### config.mk
export PLATFORM = sky130hd
export DESIGN_NAME = iic_slave_regif
export DESIGN_NICKNAME = d
export VERILOG_FILES = /design/src/rtl/iic_slave_regif.sv
export SDC_FILE = /design/constraint.sdc
export NUM_CORES = 1
export LEC_CHECK = 0
export CORE_MARGIN = 1
export CORE_UTILIZATION = 34
export CTS_CLUSTER_DIAMETER = 120
export DETAILED_ROUTE_END_ITERATION = 16
export GPL_TIMING_DRIVEN = 0
export HOLD_SLACK_MARGIN = 0.06
export PLACE_DENSITY = 0.5
export SLEW_MARGIN = 20
export SYNTH_ARGS = -nofsm -noshare
export SYNTH_HDL_FRONTEND = slang
export SYNTH_SLANG_ARGS = --single-unit
### constraint.sdc
create_clock -name clk -period 4.66 [get_ports clk]
set_clock_uncertainty 0.1 [all_clocks]
set_input_delay 0.699 -clock clk [delete_from_list [all_inputs] [get_ports clk]]
set_output_delay 0.699 -clock clk [all_outputs]
set_load 0.01 [all_outputs]
### src/rtl/iic_slave_regif.sv
// I2C target with a byte-wide register port: filtered pin inputs, START/STOP detection,
// 7-bit address match, ADDR_BYTE-byte sub-address, write strobes and prefetched reads.
module iic_slave_regif #(
    parameter logic [6:0] DEV_ADDR   = 7'h3C,
    parameter int         ADDR_BYTE  = 1,
    parameter int         FILTER_LEN = 3
) (
    input  logic                   clk,
    input  logic                   rst_n,
    input  logic                   scl_in,
    input  logic                   sda_in,
    output logic                   sda_oe,
    output logic [ADDR_BYTE*8-1:0] reg_addr,
    output logic                   reg_wr_en,
    output logic [7:0]             reg_wdata,
    output logic                   reg_rd_en,
    input  logic [7:0]             reg_rdata,
    output logic                   busy
);

    localparam int AW = ADDR_BYTE * 8;
    localparam int CW = $clog2(FILTER_LEN + 1);
    localparam logic [AW-1:0] ADDR_ONE = AW'(1);

    typedef enum logic [3:0] {
        ST_IDLE,
        ST_DEV,
        ST_ACK_DEV,
        ST_SUB,
        ST_ACK_SUB,
        ST_WR,
        ST_ACK_WR,
        ST_RD,
        ST_MACK,
        ST_WAIT_STOP
    } state_t;

    logic [1:0] pin_raw;
    logic [1:0] pin_f;

    assign pin_raw = {sda_in, scl_in};

    genvar gi;
    generate
        for (gi = 0; gi < 2; gi++) begin : g_filt
            logic          meta_reg;
            logic          sync_reg;
            logic          filt_reg;
            logic [CW-1:0] cnt_reg;

            // The filtered value only follows the synced pin after FILTER_LEN disagreeing samples in a row.
            always_ff @(posedge clk) begin
                if (!rst_n) begin
                    meta_reg <= 1'b1;
                    sync_reg <= 1'b1;
                    filt_reg <= 1'b1;
                    cnt_reg  <= '0;
                end else begin
                    meta_reg <= pin_raw[gi];
                    sync_reg <= meta_reg;
                    if (sync_reg == filt_reg) begin
                        cnt_reg <= '0;
                    end else if (cnt_reg == CW'(FILTER_LEN - 1)) begin
                        filt_reg <= sync_reg;
                        cnt_reg  <= '0;
                    end else begin
                        cnt_reg <= cnt_reg + CW'(1);
                    end
                end
            end

            assign pin_f[gi] = filt_reg;
        end
    endgenerate

    logic scl_f, sda_f;
    logic scl_d_reg, sda_d_reg;
    logic scl_rise, scl_fall, start_det, stop_det;

    assign scl_f     = pin_f[0];
    assign sda_f     = pin_f[1];
    assign scl_rise  = scl_f & ~scl_d_reg;
    assign scl_fall  = ~scl_f & scl_d_reg;
    assign start_det = scl_f & ~sda_f & sda_d_reg;
    assign stop_det  = scl_f & sda_f & ~sda_d_reg;

    state_t          state_reg, state_next;
    logic [7:0]      rx_sh_reg;
    logic [7:0]      tx_sh_reg;
    logic [2:0]      bit_cnt_reg;
    logic [1:0]      sub_cnt_reg;
    logic            ack_on_reg;
    logic            rw_reg;
    logic            rd_cap_reg;
    logic            sda_oe_reg;
    logic [AW-1:0]   reg_addr_reg;
    logic            reg_wr_en_reg;
    logic [7:0]      reg_wdata_reg;
    logic            reg_rd_en_reg;
    logic            busy_reg;

    logic            byte_done;
    logic            addr_match;
    logic [7:0]      byte_in;

    assign byte_done  = scl_rise && (bit_cnt_reg == 3'd7);
    assign byte_in    = {rx_sh_reg[6:0], sda_f};
    assign addr_match = (rx_sh_reg[6:0] == DEV_ADDR);

    always_ff @(posedge clk) begin
        if (!rst_n) begin
            state_reg <= ST_IDLE;
        end else begin
            state_reg <= state_next;
        end
    end

    always_comb begin
        state_next = state_reg;
        if (stop_det) begin
            state_next = ST_IDLE;
        end else if (start_det) begin
            state_next = ST_DEV;
        end else begin
            case (state_reg)
                ST_DEV:     if (byte_done) state_next = addr_match ? ST_ACK_DEV : ST_WAIT_STOP;
                ST_ACK_DEV: if (scl_fall && ack_on_reg) state_next = rw_reg ? ST_RD : ST_SUB;
                ST_SUB:     if (byte_done) state_next = ST_ACK_SUB;
                ST_ACK_SUB: if (scl_fall && ack_on_reg)
                                state_next = (sub_cnt_reg == 2'(ADDR_BYTE)) ? ST_WR : ST_SUB;
                ST_WR:      if (byte_done) state_next = ST_ACK_WR;
                ST_ACK_WR:  if (scl_fall && ack_on_reg) state_next = ST_WR;
                ST_RD:      if (byte_done) state_next = ST_MACK;
                ST_MACK:    if (scl_rise) state_next = sda_f ? ST_WAIT_STOP : ST_RD;
                default:    state_next = state_reg;
            endcase
        end
    end

    always_ff @(posedge clk) begin
        if (!rst_n) begin
            scl_d_reg     <= 1'b1;
            sda_d_reg     <= 1'b1;
            rx_sh_reg     <= '0;
            tx_sh_reg     <= '0;
            bit_cnt_reg   <= '0;
            sub_cnt_reg   <= '0;
            ack_on_reg    <= 1'b0;
            rw_reg        <= 1'b0;
            rd_cap_reg    <= 1'b0;
            sda_oe_reg    <= 1'b0;
            reg_addr_reg  <= '0;
            reg_wr_en_reg <= 1'b0;
            reg_wdata_reg <= '0;
            reg_rd_en_reg <= 1'b0;
            busy_reg      <= 1'b0;
        end else begin
            scl_d_reg     <= scl_f;
            sda_d_reg     <= sda_f;
            reg_wr_en_reg <= 1'b0;
            reg_rd_en_reg <= 1'b0;
            rd_cap_reg    <= reg_rd_en_reg;

            if (rd_cap_reg) tx_sh_reg <= reg_rdata;
            if (reg_wr_en_reg) reg_addr_reg <= reg_addr_reg + ADDR_ONE;

            if (stop_det) begin
                sda_oe_reg  <= 1'b0;
                busy_reg    <= 1'b0;
                bit_cnt_reg <= '0;
                ack_on_reg  <= 1'b0;
            end else if (start_det) begin
                sda_oe_reg  <= 1'b0;
                bit_cnt_reg <= '0;
                ack_on_reg  <= 1'b0;
            end else begin
                if (scl_rise) begin
                    rx_sh_reg   <= byte_in;
                    bit_cnt_reg <= bit_cnt_reg + 3'd1;
                end
                // Every state entry starts a fresh bit count and ACK phase.
                if (state_next != state_reg) begin
                    bit_cnt_reg <= '0;
                    ack_on_reg  <= 1'b0;
                end

                case (state_reg)
                    ST_DEV: begin
                        if (byte_done) begin
                            if (addr_match) begin
                                busy_reg      <= 1'b1;
                                rw_reg        <= sda_f;
                                sub_cnt_reg   <= '0;
                                reg_rd_en_reg <= sda_f;
                            end else begin
                                busy_reg <= 1'b0;
                            end
                        end
                    end
                    ST_ACK_DEV, ST_ACK_SUB, ST_ACK_WR: begin
                        // First fall pulls SDA for the ACK, second fall ends it (or starts read data).
                        if (scl_fall) begin
                            if (!ack_on_reg) begin
                                sda_oe_reg <= 1'b1;
                                ack_on_reg <= 1'b1;
                            end else begin
                                sda_oe_reg <= (state_reg == ST_ACK_DEV && rw_reg) ? ~tx_sh_reg[7] : 1'b0;
                            end
                        end
                    end
                    ST_SUB: begin
                        if (byte_done) begin
                            for (int i = 0; i < ADDR_BYTE; i++) begin
                                if (sub_cnt_reg == 2'(i)) reg_addr_reg[i*8 +: 8] <= byte_in;
                            end
                            sub_cnt_reg <= sub_cnt_reg + 2'd1;
                        end
                    end
                    ST_WR: begin
                        if (byte_done) begin
                            reg_wr_en_reg <= 1'b1;
                            reg_wdata_reg <= byte_in;
                        end
                    end
                    ST_RD: begin
                        if (scl_rise) tx_sh_reg <= {tx_sh_reg[6:0], 1'b1};
                        if (scl_fall) sda_oe_reg <= ~tx_sh_reg[7];
                    end
                    ST_MACK: begin
                        if (scl_fall) sda_oe_reg <= 1'b0;
                        if (scl_rise && !sda_f) begin
                            reg_addr_reg  <= reg_addr_reg + ADDR_ONE;
                            reg_rd_en_reg <= 1'b1;
                        end
                    end
                    default: begin
                    end
                endcase
            end
        end
    end

    assign sda_oe    = sda_oe_reg;
    assign reg_addr  = reg_addr_reg;
    assign reg_wr_en = reg_wr_en_reg;
    assign reg_wdata = reg_wdata_reg;
    assign reg_rd_en = reg_rd_en_reg;
    assign busy      = busy_reg;

endmodule
======== Word-level counts from Yosys, hierarchy flattened ========
Cells that the tools add are included.
Widths: inputs -> output; s select.
storage, ports and cells
  bits of input ports ..................... 12
  output and inout port bits .............. 20
  word-level logic and storage cells ...... 138
  flip-flop bits (word level) ............. 59
operators by class
  mux-type cells .......................... 47
  eq/ne operators ......................... 22
  add/subtract/negate cells ............... 5
  bitwise gates (word level) .............. 17
  reductions and logical operators ........ 23
operator list
  operator             number
  $mux 8               11
  $mux 4               12
  $pmux 4 s8           1
  $eq 4x3->1 const B   4
  $pmux 8 s2           1
  $mux 1               14
  $ne 2x2->1 const B   6
  $reduce_or 3->1      4
  $not 1->1            11
  $add 8x1->8 const B  1
  $eq 4x2->1 const B   2
  $reduce_and 4->1     2
  $reduce_or 4->1      2
  $eq 7x6->1 const B   1
  $add 2x1->2 const B  3
  $and 1x1->1          6
  $mux 2               3
  $mux 3               2
  $reduce_and 3->1     2
  $reduce_and 6->1     1
  $reduce_and 5->1     1
  $eq 2x2->1 const B   2
  $eq 4x1->1 const B   1
  $eq 4x4->1 const B   1
  15 further kinds     20

======== Logic depth before layout (Yosys ltp) ========
  depth in word-level cells ............... 12
  gate-level depth with buffers ........... 8
  gate-level depth less buffers ........... 7

======== Worst setup path after synthesis ========
No wires, ideal clock.
  kind .................................... register -> register
  start point ............................. reg bit_cnt_reg[0]
  end point ............................... reg reg_addr_reg[0], in the netlist reg_addr[0]
  buffers on the path ..................... 1
  cell stages (with the launch flop) ...... 9
  data arrival time ....................... 1701 ps
  required time ........................... 4445 ps
  setup time .............................. 115 ps
  path slack .............................. 2744 ps
  clock period less this slack ............ 1916 ps
  cell sequence ........................... dfxtp_1 > ha_1 > ha_1 > and4b_1 > and2_0 > clkbuf_1 > a221oi_1 > o21ai_1 > and2_1
on the way
  longest elaborated chain between the ends .. 6
ends and longest elaborated chain
  item                             RTL line  source
  from (decl)                      90        logic [2:0] bit_cnt_reg;
  from (signal assigned)           179       bit_cnt_reg <= bit_cnt_reg + 3'd1;
  $eq 3x3->1                       106       assign byte_done = scl_rise && (bit_cnt_reg == 3'd7);
  $logic_and 1x1->1                106
  $mux 8                           212       if (byte_done) begin
  $pmux 8 s2                       187       case (state_reg)
  $mux 8                           172       end else if (start_det) begin
  $mux 8                           167       if (stop_det) begin
  to (signal assigned)             165       if (reg_wr_en_reg) reg_addr_reg <= reg_addr_reg + ADDR_ONE;
  to (signal, indexed assignment)  214       if (sub_cnt_reg == 2'(i)) reg_addr_reg[i*8 +: 8] <= byte_in;
  to (signal assigned)             232       reg_addr_reg <= reg_addr_reg + ADDR_ONE;
  to (decl)                        96        logic [AW-1:0] reg_addr_reg;
Every way passes these cells.
A chain may end at the register's enable or synchronous reset.

======== Worst setup path in the final report ========
  start point ............................. reg reg_addr_reg[0], in the netlist reg_addr[0]
  end point ............................... out reg_addr[0]
RTL lines
  item       RTL line  source
  to (decl)  13        output logic [ADDR_BYTE*8-1:0] reg_addr,
No word-level cell between the ends.

==> impl_metrics.sql <==
INSERT INTO impl_metrics (metric_group, metric, value, unit) VALUES
('worst_setup_path', 'crit_fanout', '6', ''),
('floorplanning', 'floorplan.initialDensity', '0.351', ''),
('cts', 'clkSinkCount', '59', ''),
('global_route', 'first_pass_grt_wire_length', '12400', 'um'),
('detailed_routing', 'route.antenna.remaining_nets', '0', ''),
('worst_setup_path', 'worst-setup-path-type', 'reg2out', ''),
('worst_setup_path', 'reg2reg_depth', '5', ''),
('sta', 'shortest_clock_period_the_worst_path_allows_after_layout', '2160', 'ps'),
('cts', 'cts.hold.buffers_added', '0', ''),
('global_route', 'grt-ovfl-total', '0', ''),
('sta', 'finalHoldViolCount', '0', ''),
('synth', 'synthAdderAreaFrac', '0.0320', ''),
('worst_setup_path', 'critical_path.endpoint_type', 'output port', ''),
('synth', 'synth_top_area_share', '0.388', ''),
('cts', 'clk-insertion-delay-late', '340', 'ps'),
('sta', 'maxSlewHeadroom', '0.599', ''),
('worst_setup_path', 'crit_path_start_kind', 'flop', ''),
('synth', 'syn-cell-area', '0.00305', 'mm2'),
('worst_setup_path', 'cp_data_required_time', '3860', 'ps'),
('power_and_ir_drop', 'cellPowerDensity', '304', 'mW/mm2'),
('worst_setup_path', 'critPathMaxStageDelay', '580', 'ps'),
('placed_design', 'global_placer_s_final_weighted_congestion', '0.835', ''),
('worst_setup_path', 'cpMaxStageDelayCell', 'sky130_fd_sc_hd__clkdlybuf4s50_1', ''),
('worst_setup_path', 'crit_path_end', 'reg_addr[0]', ''),
('worst_setup_path', 'timing.critical_path.buf_inv', '1', ''),
('synth', 'synth_compound_area_frac', '0.151', ''),
('run_status', 'outcome', 'completed', ''),
('cts', 'post_cts_resize_count', '0', ''),
('sta', 'fmax', '463', 'MHz'),
('detailed_routing', 'via_density', '5.21', ''),
('sta', 'tightest_slew', '602', 'ps'),
('floorplanning', 'die_y', '96.6', 'um'),
('cells_and_area', 'antenna_cells', '0', ''),
('global_route', 'largest_net_degree_at_the_start_of_global_routing', '11', ''),
('run', 'cap_viol_max_count', '0', ''),
('synth', 'synth_simple_gate_area_share', '0.235', ''),
('worst_setup_path', 'timing.critical_path.cells', 'clkdlybuf4s50_1', ''),
('worst_setup_path', 'crit_family', 'buffers and inverters', ''),
('sta', 'setup_viol_count_final', '0', ''),
('detailed_routing', 'route.vias.total', '2495', ''),
('detailed_routing', 'residual_drc_count', '0', ''),
('cts', 'clk_transition_reported_paths', '70', 'ps'),
('floorplanning', 'ios', '32', ''),
('synth', 'synthMostInstantiatedCell', 'sky130_fd_sc_hd__dfxtp_1', ''),
('synth', 'async_reset_ff_frac', '0', ''),
('global_route', 'gr-usage-all-layers', '0.165', ''),
('cts', 'ctsRootBufferMaster', 'sky130_fd_sc_hd__clkbuf_8', ''),
('synth', 'netlist_instances', '325', ''),
('global_route', 'top_usage_layer', 'met2', ''),
('worst_setup_path', 'cp_data_arrival_time', '1360', 'ps'),
('worst_setup_path', 'worstSetupPathDepth', '1', ''),
('cts', 'cts_max_path_buffers', '2', ''),
('detailed_routing', 'drt_first_pass_iters', '4', ''),
('worst_setup_path', 'startpoint', 'reg_addr[0]', ''),
('cts', 'post-cts-setup-buffer-count', '0', ''),
('synth', 'synthMuxAreaShare', '0.102', ''),
('synth', 'synth_top_family_by_area', 'simple AND/OR/NAND/NOR gates', ''),
('worst_setup_path', 'r2r_slack', '2500', 'ps'),
('cts', 'tritoncts', 'yes', ''),
('cells_and_area', 'area_delta_synth_final', '22.2', '%'),
('synth', 'ys_top_cells_by_count', 'sky130_fd_sc_hd__dfxtp_1, sky130_fd_sc_hd__mux2i_1, sky130_fd_sc_hd__nand2_1', ''),
('detailed_routing', 'totalWireLength', '7420', 'um'),
('detailed_routing', 'wire_length_per_cell_after_detailed_routing', '15.5', 'um'),
('synth', 'synth_largest_area_cell', 'sky130_fd_sc_hd__dfxtp_1', ''),
('sta', 'layout_setup_ws', '2500', 'ps'),
('placed_design', 'dp_worst_setup_slack', '2480', 'ps'),
('synth', 'synthesis.yosys.warnings', '0', ''),
('synth', 'synth_seq_cells', '59', ''),
('cells_and_area', 'drive_gt1_frac', '0.0943', ''),
('synth', 'synth_area_per_cell', '9.37', 'um2'),
('worst_setup_path', 'reg_to_reg_start', 'g_filt[0].filt_reg', '');
==> worst min path at each step <==
stage	startpoint	slack, ps	endpoint	cells past startpoint
6_report	g_filt[0].meta_reg	310	g_filt[0].sync_reg	1
5_1_grt	g_filt[1].meta_reg	320	g_filt[1].sync_reg	1
4_1_cts	g_filt[1].meta_reg	310	g_filt[1].sync_reg	1
3_5_place_dp	g_filt[0].meta_reg	290	g_filt[0].sync_reg	1
3_3_place_gp	g_filt[1].meta_reg	290	g_filt[1].sync_reg	1
2_1_floorplan	g_filt[0].meta_reg	290	g_filt[0].sync_reg	1
==> cells in the final DEF, fill, tap and decap left out, drive strengths merged, types with 3 or more instances in the layout <==
master and n:
a21boi 3, a21oi 7, a222oi 3, a22oi 4, a31oi 3, and2 10
and3 4, buf 8, bufinv 3, clkbuf 22, clkdlybuf4s50 30, dfxtp 59
ha 7, inv 9, mux2i 31, nand2 24, nand2b 9, nand3 6
nand3b 6, nand4 3, nor2 22, nor2b 16, nor3 8, o211a 7
o21ai 14, o22ai 4, xnor2 9, xor2 9
==> cell type report <==
class,instances,area [um2]
Fill cell,914,4960
Multi-Input combinational cell,238,1740
Sequential cell,59,1180
Timing Repair Buffer,30,300
Clock buffer,11,141
Tap cell,108,135
Clock inverter,5,100
Buffer,19,91.3
Inverter,9,33.8
==> where the power goes <==
| part | total, mW | switching (mW) | internal, mW | leakage (nW) |
|---|---|---|---|---|
| Clock | 0.580 | 0.211 | 0.368 | 0.123 |
| Combinational | 0.0412 | 0.0223 | 0.0188 | 0.877 |
| Sequential | 0.512 | 0.00385 | 0.508 | 0.476 |
| Total | 1.13 | 0.237 | 0.895 | 1.48 |
==> per-stage QoR <==
| step | util | hold WS, ps | cells | power, mW | instance area, um2 |
|---|---|---|---|---|---|
| 2_1_floorplan | - | 286 | 325 | 0.546 | 3050 |
| 4_1_cts | 0.429 | 314 | 479 | 1.15 | 3720 |
| 3_5_place_dp | 0.401 | 294 | 463 | 0.565 | 3480 |
| 6_report | 0.429 | 308 | 479 | 1.13 | 3720 |
| 5_1_grt | 0.429 | 322 | 479 | 1.18 | 3720 |
| 3_3_place_gp | 0.401 | 289 | 463 | 0.565 | 3480 |
==> kinds of logic after synthesis <==
logic type | after synthesis
AO/OA/AOI/OAI | 61
buffers and inverters | 28
adder cells (fa/ha/maj) | 8
multiplexers | 31
flip-flops | 59
XOR/XNOR | 18
AND/OR/NAND/NOR | 120
==> layer usage <==
layer | part of all wire | wire [um]
met5 | 0 | 0
met2 | 0.45 | 3300
met1 | 0.52 | 3840
met3 | 0.022 | 162
met4 | 0.015 | 112
Note: power is estimated with default switching activity, not from simulation.
